## src/rtl/gate_exerciser_if.sv

```systemverilog
// Harness-side bundle for the gate exerciser: run control, cell drive/observe
// and run results. The exerciser uses the slave modport, the harness the master.
interface gate_exerciser_if;
  logic       start;
  logic       abort;
  logic       dut_a;
  logic       dut_b;
  logic       dut_y;
  logic       busy;
  logic       done;
  logic       pass;
  logic [7:0] err_count;
  logic [3:0] fail_vec;

  modport master (
    output start, abort, dut_y,
    input  dut_a, dut_b, busy, done, pass, err_count, fail_vec
  );

  modport slave (
    input  start, abort, dut_y,
    output dut_a, dut_b, busy, done, pass, err_count, fail_vec
  );
endinterface

```

## src/rtl/gate_exerciser.sv

```systemverilog
// Two-input cell exerciser: walks {A,B} through 00,01,10,11 for LOOPS passes,
// holds each vector SETTLE_CYCLES cycles, samples Y and tallies mismatches
// against TRUTH (bit index = {A,B}).
//
// state  | meaning
// IDLE   | waiting for start; cell inputs parked at 0
// APPLY  | current vector driven, settle counter running
// SAMPLE | one cycle; Y compared against TRUTH[v], next vector chosen
// DONE   | results held, cell inputs parked at 0; start re-runs
module gate_exerciser #(
  parameter logic [3:0] TRUTH         = 4'b0001,
  parameter int         SETTLE_CYCLES = 2,
  parameter int         LOOPS         = 4
) (
  input logic            clk,
  input logic            reset,
  gate_exerciser_if.slave bus
);

  localparam int SW = $clog2(SETTLE_CYCLES) + 1;
  localparam int LW = $clog2(LOOPS) + 1;
  localparam logic [SW-1:0] S_LAST = SW'(SETTLE_CYCLES - 1);
  localparam logic [LW-1:0] L_LAST = LW'(LOOPS - 1);

  typedef enum logic [1:0] {IDLE, APPLY, SAMPLE, DONE} state_t;

  state_t        state_q, state_d;
  logic [1:0]    v_q, v_d;
  logic [LW-1:0] l_q, l_d;
  logic [SW-1:0] s_q, s_d;
  logic [1:0]    ab_q, ab_d;
  logic [7:0]    err_q, err_d;
  logic [3:0]    fail_q, fail_d;
  logic          mismatch;

  assign mismatch = (bus.dut_y != TRUTH[v_q]);

  // State and datapath registers; reset parks everything at zero immediately.
  always_ff @(posedge clk or posedge reset) begin
    if (reset) begin
      state_q <= IDLE;
      v_q     <= '0;
      l_q     <= '0;
      s_q     <= '0;
      ab_q    <= '0;
      err_q   <= '0;
      fail_q  <= '0;
    end else begin
      state_q <= state_d;
      v_q     <= v_d;
      l_q     <= l_d;
      s_q     <= s_d;
      ab_q    <= ab_d;
      err_q   <= err_d;
      fail_q  <= fail_d;
    end
  end

  // Next-state and next-datapath logic; abort wins over everything else and
  // keeps the partial results.
  always_comb begin
    state_d = state_q;
    v_d     = v_q;
    l_d     = l_q;
    s_d     = s_q;
    ab_d    = ab_q;
    err_d   = err_q;
    fail_d  = fail_q;
    if (bus.abort) begin
      state_d = IDLE;
      ab_d    = '0;
    end else begin
      case (state_q)
        IDLE, DONE: begin
          if (bus.start) begin
            state_d = APPLY;
            v_d     = '0;
            l_d     = '0;
            s_d     = '0;
            ab_d    = '0;
            err_d   = '0;
            fail_d  = '0;
          end
        end
        APPLY: begin
          if (s_q == S_LAST) begin
            state_d = SAMPLE;
          end else begin
            s_d = s_q + SW'(1);
          end
        end
        SAMPLE: begin
          if (mismatch) begin
            if (err_q != 8'hFF) begin
              err_d = err_q + 8'd1;
            end
            fail_d = fail_q | (4'b0001 << v_q);
          end
          s_d = '0;
          if (v_q != 2'd3) begin
            v_d     = v_q + 2'd1;
            ab_d    = v_q + 2'd1;
            state_d = APPLY;
          end else if (l_q != L_LAST) begin
            v_d     = '0;
            ab_d    = '0;
            l_d     = l_q + LW'(1);
            state_d = APPLY;
          end else begin
            ab_d    = '0;
            state_d = DONE;
          end
        end
        default: begin
          state_d = IDLE;
          ab_d    = '0;
        end
      endcase
    end
  end

  // Status outputs decode directly from registered state.
  assign bus.dut_a     = ab_q[1];
  assign bus.dut_b     = ab_q[0];
  assign bus.busy      = (state_q == APPLY) || (state_q == SAMPLE);
  assign bus.done      = (state_q == DONE);
  assign bus.pass      = (state_q == DONE) && (err_q == 8'd0);
  assign bus.err_count = err_q;
  assign bus.fail_vec  = fail_q;

endmodule

```

## src/flat_wrapper.sv

```systemverilog
// flat-port wrapper written by rule: the top's interface ports become plain ports
module gate_exerciser_flat 
#(
  parameter logic [3:0] TRUTH         = 4'b0001,
  parameter int         SETTLE_CYCLES = 2,
  parameter int         LOOPS         = 4
)
  (clk, reset, bus_start, bus_abort, bus_dut_y, bus_dut_a, bus_dut_b, bus_busy, bus_done, bus_pass, bus_err_count, bus_fail_vec);
  gate_exerciser_if bus_i ();
  input logic clk;
  input logic reset;
  input wire logic [$bits(bus_i.start)-1:0] bus_start;
  input wire logic [$bits(bus_i.abort)-1:0] bus_abort;
  input wire logic [$bits(bus_i.dut_y)-1:0] bus_dut_y;
  output wire logic [$bits(bus_i.dut_a)-1:0] bus_dut_a;
  output wire logic [$bits(bus_i.dut_b)-1:0] bus_dut_b;
  output wire logic [$bits(bus_i.busy)-1:0] bus_busy;
  output wire logic [$bits(bus_i.done)-1:0] bus_done;
  output wire logic [$bits(bus_i.pass)-1:0] bus_pass;
  output wire logic [$bits(bus_i.err_count)-1:0] bus_err_count;
  output wire logic [$bits(bus_i.fail_vec)-1:0] bus_fail_vec;
  assign bus_i.start = bus_start;
  assign bus_i.abort = bus_abort;
  assign bus_i.dut_y = bus_dut_y;
  assign bus_dut_a = bus_i.dut_a;
  assign bus_dut_b = bus_i.dut_b;
  assign bus_busy = bus_i.busy;
  assign bus_done = bus_i.done;
  assign bus_pass = bus_i.pass;
  assign bus_err_count = bus_i.err_count;
  assign bus_fail_vec = bus_i.fail_vec;
  gate_exerciser #(.TRUTH(TRUTH), .SETTLE_CYCLES(SETTLE_CYCLES), .LOOPS(LOOPS)) u_core (.clk(clk), .reset(reset), .bus(bus_i));
endmodule
```

## config.mk

```make
export PLATFORM = sky130hd
export DESIGN_NAME = gate_exerciser_flat
export DESIGN_NICKNAME = d
export VERILOG_FILES = /design/src/rtl/gate_exerciser_if.sv /design/src/rtl/gate_exerciser.sv /design/src/flat_wrapper.sv
export SDC_FILE = /design/constraint.sdc
export NUM_CORES = 1
export LEC_CHECK = 0
export BUFFER_PORTS_ARGS = -buffer_cell sky130_fd_sc_hd__buf_2
export CAP_MARGIN = 30
export CORE_ASPECT_RATIO = 2
export CORE_MARGIN = 2
export CORE_UTILIZATION = 50
export CTS_CLUSTER_DIAMETER = 50
export DETAILED_ROUTE_END_ITERATION = 16
export PLACE_DENSITY_LB_ADDON = 0.08
export RECOVER_POWER = 25
export SYNTH_ARGS = -nofsm -noshare
export SYNTH_HDL_FRONTEND = slang
export SYNTH_SLANG_ARGS = --single-unit
```

## constraint.sdc

```tcl
create_clock -name clk -period 2.2 [get_ports clk]
set_input_delay 0.22 -clock clk [delete_from_list [all_inputs] [get_ports clk]]
set_output_delay 0.22 -clock clk [all_outputs]
set_load 0.01 [all_outputs]
```

==> results.py <==
metrics = {
    "outcome": {
        "outcome": "finished clean",
    },
    "sta": {
        "worstMarginPinSlew_ns": 0.8670,
        "clock.fmax_mhz": 518.1,
        "drv_slew": 0,
        "fin_worst_skew_ns": 0.001650,
        "hold_viol_final": 0,
        "fin_crit_ns": 1.930,
        "setup_viol": 0,
        "tns_ns": 0,
        "grt_setup_unrepaired": "no",
        "fin_crit_sh_pct": 87.73,
        "max_slew_margin_pct": 42.14,
    },
    "setup_path": {
        "path_buf_inv": 1,
        "cp_data_required_time_ns": 2.40,
        "cp_cell_sequence": "inv_1 -> ha_1 -> nand2b_1 -> nand3_1 -> or4_1 -> nand3_1",
        "critical_path.max_stage_delay_ns": 0.52,
        "cp_top_family": "simple AND/OR/NAND/NOR gates",
        "critPathArrivalTime_ns": 2.13,
        "critPathMaxFanout": 7,
        "crit_path_start_kind": "flip-flop",
        "critPathKind": "flip-flop to flip-flop",
        "crit_path_end_kind": "flip-flop",
        "cpMostUsedCell": "nand3_1",
        "cpMaxStageDelayCell": "or4_1",
    },
    "global_routing": {
        "grt_pass1_vias": 1184,
        "grt_max_degree": 24,
        "grt_pass1_wl_mm": 5.071,
        "antenna_found_initial": 0,
        "grt_usage_pct": 21.86,
        "gr-total-overflow": 0,
    },
    "pwr": {
        "pwr-share-clk_pct": 29.7,
        "combPwrFrac_pct": 18.2,
        "sw_frac_of_total_pct": 27.73,
        "power.switching_w": 0.0002421,
        "vdd_drop_max_mv": 0.4350,
        "p_leak_nw": 0.7678,
        "power.internal_w": 0.0006309,
        "powerDensity_nw_per_um2": 558.7,
        "pwr-share-seq_pct": 52.2,
    },
    "final_layout": {
        "most-common-layout-cells": "dfrtp_1, buf_2, nor2_1",
        "drive_above_1_share_pct": 16.67,
        "syn_to_final_growth_pct": 12.93,
        "stdcell_area_sq_um": 1563,
        "n_antenna_cell": 0,
        "mostFrequentLayoutCell": "dfrtp_1",
        "nets": 192,
        "num-fill-cells": 255,
    },
    "flow_run": {
        "max_cap_violations": 0,
    },
    "cts": {
        "worstSkewPairLatency_ns": 0.26,
        "cts_setup_buffers": 0,
        "post_cts_resized": 0,
        "cts_buffers": 3,
        "cts.sinks": 23,
        "htreeDepth": 1,
        "cts-root-buf": "clkbuf_8",
        "path_clk_slew_ns": 0.08,
        "cts_hold_buf": 0,
        "cts_buffer_depth": 2,
        "tritoncts": "built",
    },
    "die": {
        "initial_core_util_pct": 51.20,
        "die_area_sq_um": 3230,
        "die_y_um": 78.40,
        "io_pins": 22,
        "fp.dieW_um": 41.20,
        "core_sq_um": 2703,
        "rows": 27,
    },
    "synth": {
        "synth_edf_count": 0,
        "netlist_instances": 152,
        "yosys_warnings": 0,
        "async_flop_share_pct": 100.0,
        "ys_types": 40,
        "synth_area_sq_um": 1384,
        "syn_nets": 169,
        "yosysSeqAreaShare_pct": 41.59,
        "ys.flop_type": "dfrtp_1",
        "synth_seq_cells": 23,
        "synth_area_per_cell_sq_um": 9.104,
    },
    "worst_hold_path": {
        "min_path_type": "input port to asynchronous set/reset pin",
    },
    "drt": {
        "vias": 1193,
        "vias_per_cell": 5.877,
        "ant_nets": 0,
        "post_drt_wl_per_cell_um": 15.09,
        "routed_wl_mm": 3.064,
        "drtIter0Drc": 17,
        "drcViolationCount": 0,
        "drt_first_pass_iters": 4,
    },
    "placed_design": {
        "place_area_sq_um": 1518,
        "gp_congestion": 0.8036,
        "port_buffers": 21,
        "hpwl_mm": 2.437,
    },
}
-- path summary, 6_finish.rpt --
| path | end | depth (start not counted) | from | slack [ns] |
|---|---|---|---|---|
| min | u_core.l_q[1] | 2 | reset | 0.13 |
| max | u_core.bus.err_count[2] | 6 | u_core.state_q[0] | 0.27 |
| max in group asynchronous | u_core.bus.fail_vec[0] | 2 | reset | 1.54 |
| max reg2reg | u_core.bus.err_count[2] | 6 | u_core.state_q[0] | 0.27 |
| min reg2reg | u_core.l_q[2] | 1 | u_core.l_q[2] | 0.49 |
| min in group clk | u_core.state_q[0] | 2 | bus_abort | 0.26 |
-- routing by layer --
layer  vias up  share of wire (%)  track usage, %
met5         -                  0               0
met4         0                1.3           7.419
met3         6                3.5           2.260
met2        30                 59           40.00
met1       575                 37           23.29
li1        582                  -               -
-- stage by stage --
stage	hold WS [ns]	cells	setup slack [ns]	utilization [%]	total power, W
2_1_floorplan	0.2219	152	0.5031	-	0.0005786
3_3_place_gp	0.4355	199	0.3658	56.16	0.0006185
3_5_place_dp	0.4543	199	0.3038	56.16	0.0006232
4_1_cts	0.1623	203	0.2798	57.82	0.0008847
5_1_grt	0.2251	203	0.1511	57.82	0.0009255
6_report	0.1303	203	0.2700	57.82	0.0008731
-- registers in the layout, summed over array words and instances (netlist names) --
name / cells
u_core.state_q: 2
u_core.s_q: 2
u_core.l_q: 3
u_core.ab_q: 2
u_core.bus.fail_vec: 4
u_core.bus.err_count: 8
u_core.v_q: 2
-- synthesized netlist by cell type (3+ instances only) --
| cell | count | area (sq um) |
|---|---|---|
| o22ai_1 | 3 | 18.77 |
| a22o_1 | 3 | 26.28 |
| nor3_1 | 7 | 35.03 |
| nand2_1 | 12 | 45.04 |
| inv_1 | 14 | 52.55 |
| dfrtp_1 | 23 | 575.6 |
| nor2_1 | 16 | 60.06 |
| a21oi_1 | 9 | 45.04 |
| o21ai_0 | 4 | 20.02 |
| nand3_1 | 6 | 30.03 |
| mux2i_1 | 3 | 30.03 |
| ha_1 | 12 | 150.1 |
-- cells by family (layout without fill, tap and decap cells) --
group	count (synthesis)	in the layout	synth area share (%)
buffers and inverters	19	41	5.425
DFF	23	23	41.59
xor gates and xnor gates	2	2	1.266
AOI/OAI and AO/OA	34	34	16.82
muxes	3	3	2.170
adders and majority gates	12	12	10.85
and+or+nand+nor	59	59	21.88
-- layout make-up --
class	count	area, sq um	area share (%)
Timing Repair Buffer	23	120.1	7.686
Inverter	14	52.55	3.363
Tap cell	29	36.28	2.322
Multi-Input combinational cell	110	733.2	46.92
Clock buffer	4	45.04	2.882
Sequential cell	23	575.6	36.83
-- power groups by stage --
stage | clock (W) | sequential [W] | combinational [W]
after CTS | 0.000270 | 0.000456 | 0.000159
after floorplan | 0 | 0.000465 | 0.000114
final | 0.000259 | 0.000455 | 0.000158
after detailed placement | 0 | 0.000464 | 0.000159
after global routing | 0.000290 | 0.000458 | 0.000178
after global placement | 0 | 0.000463 | 0.000156
(Power assumes the default switching activity.)
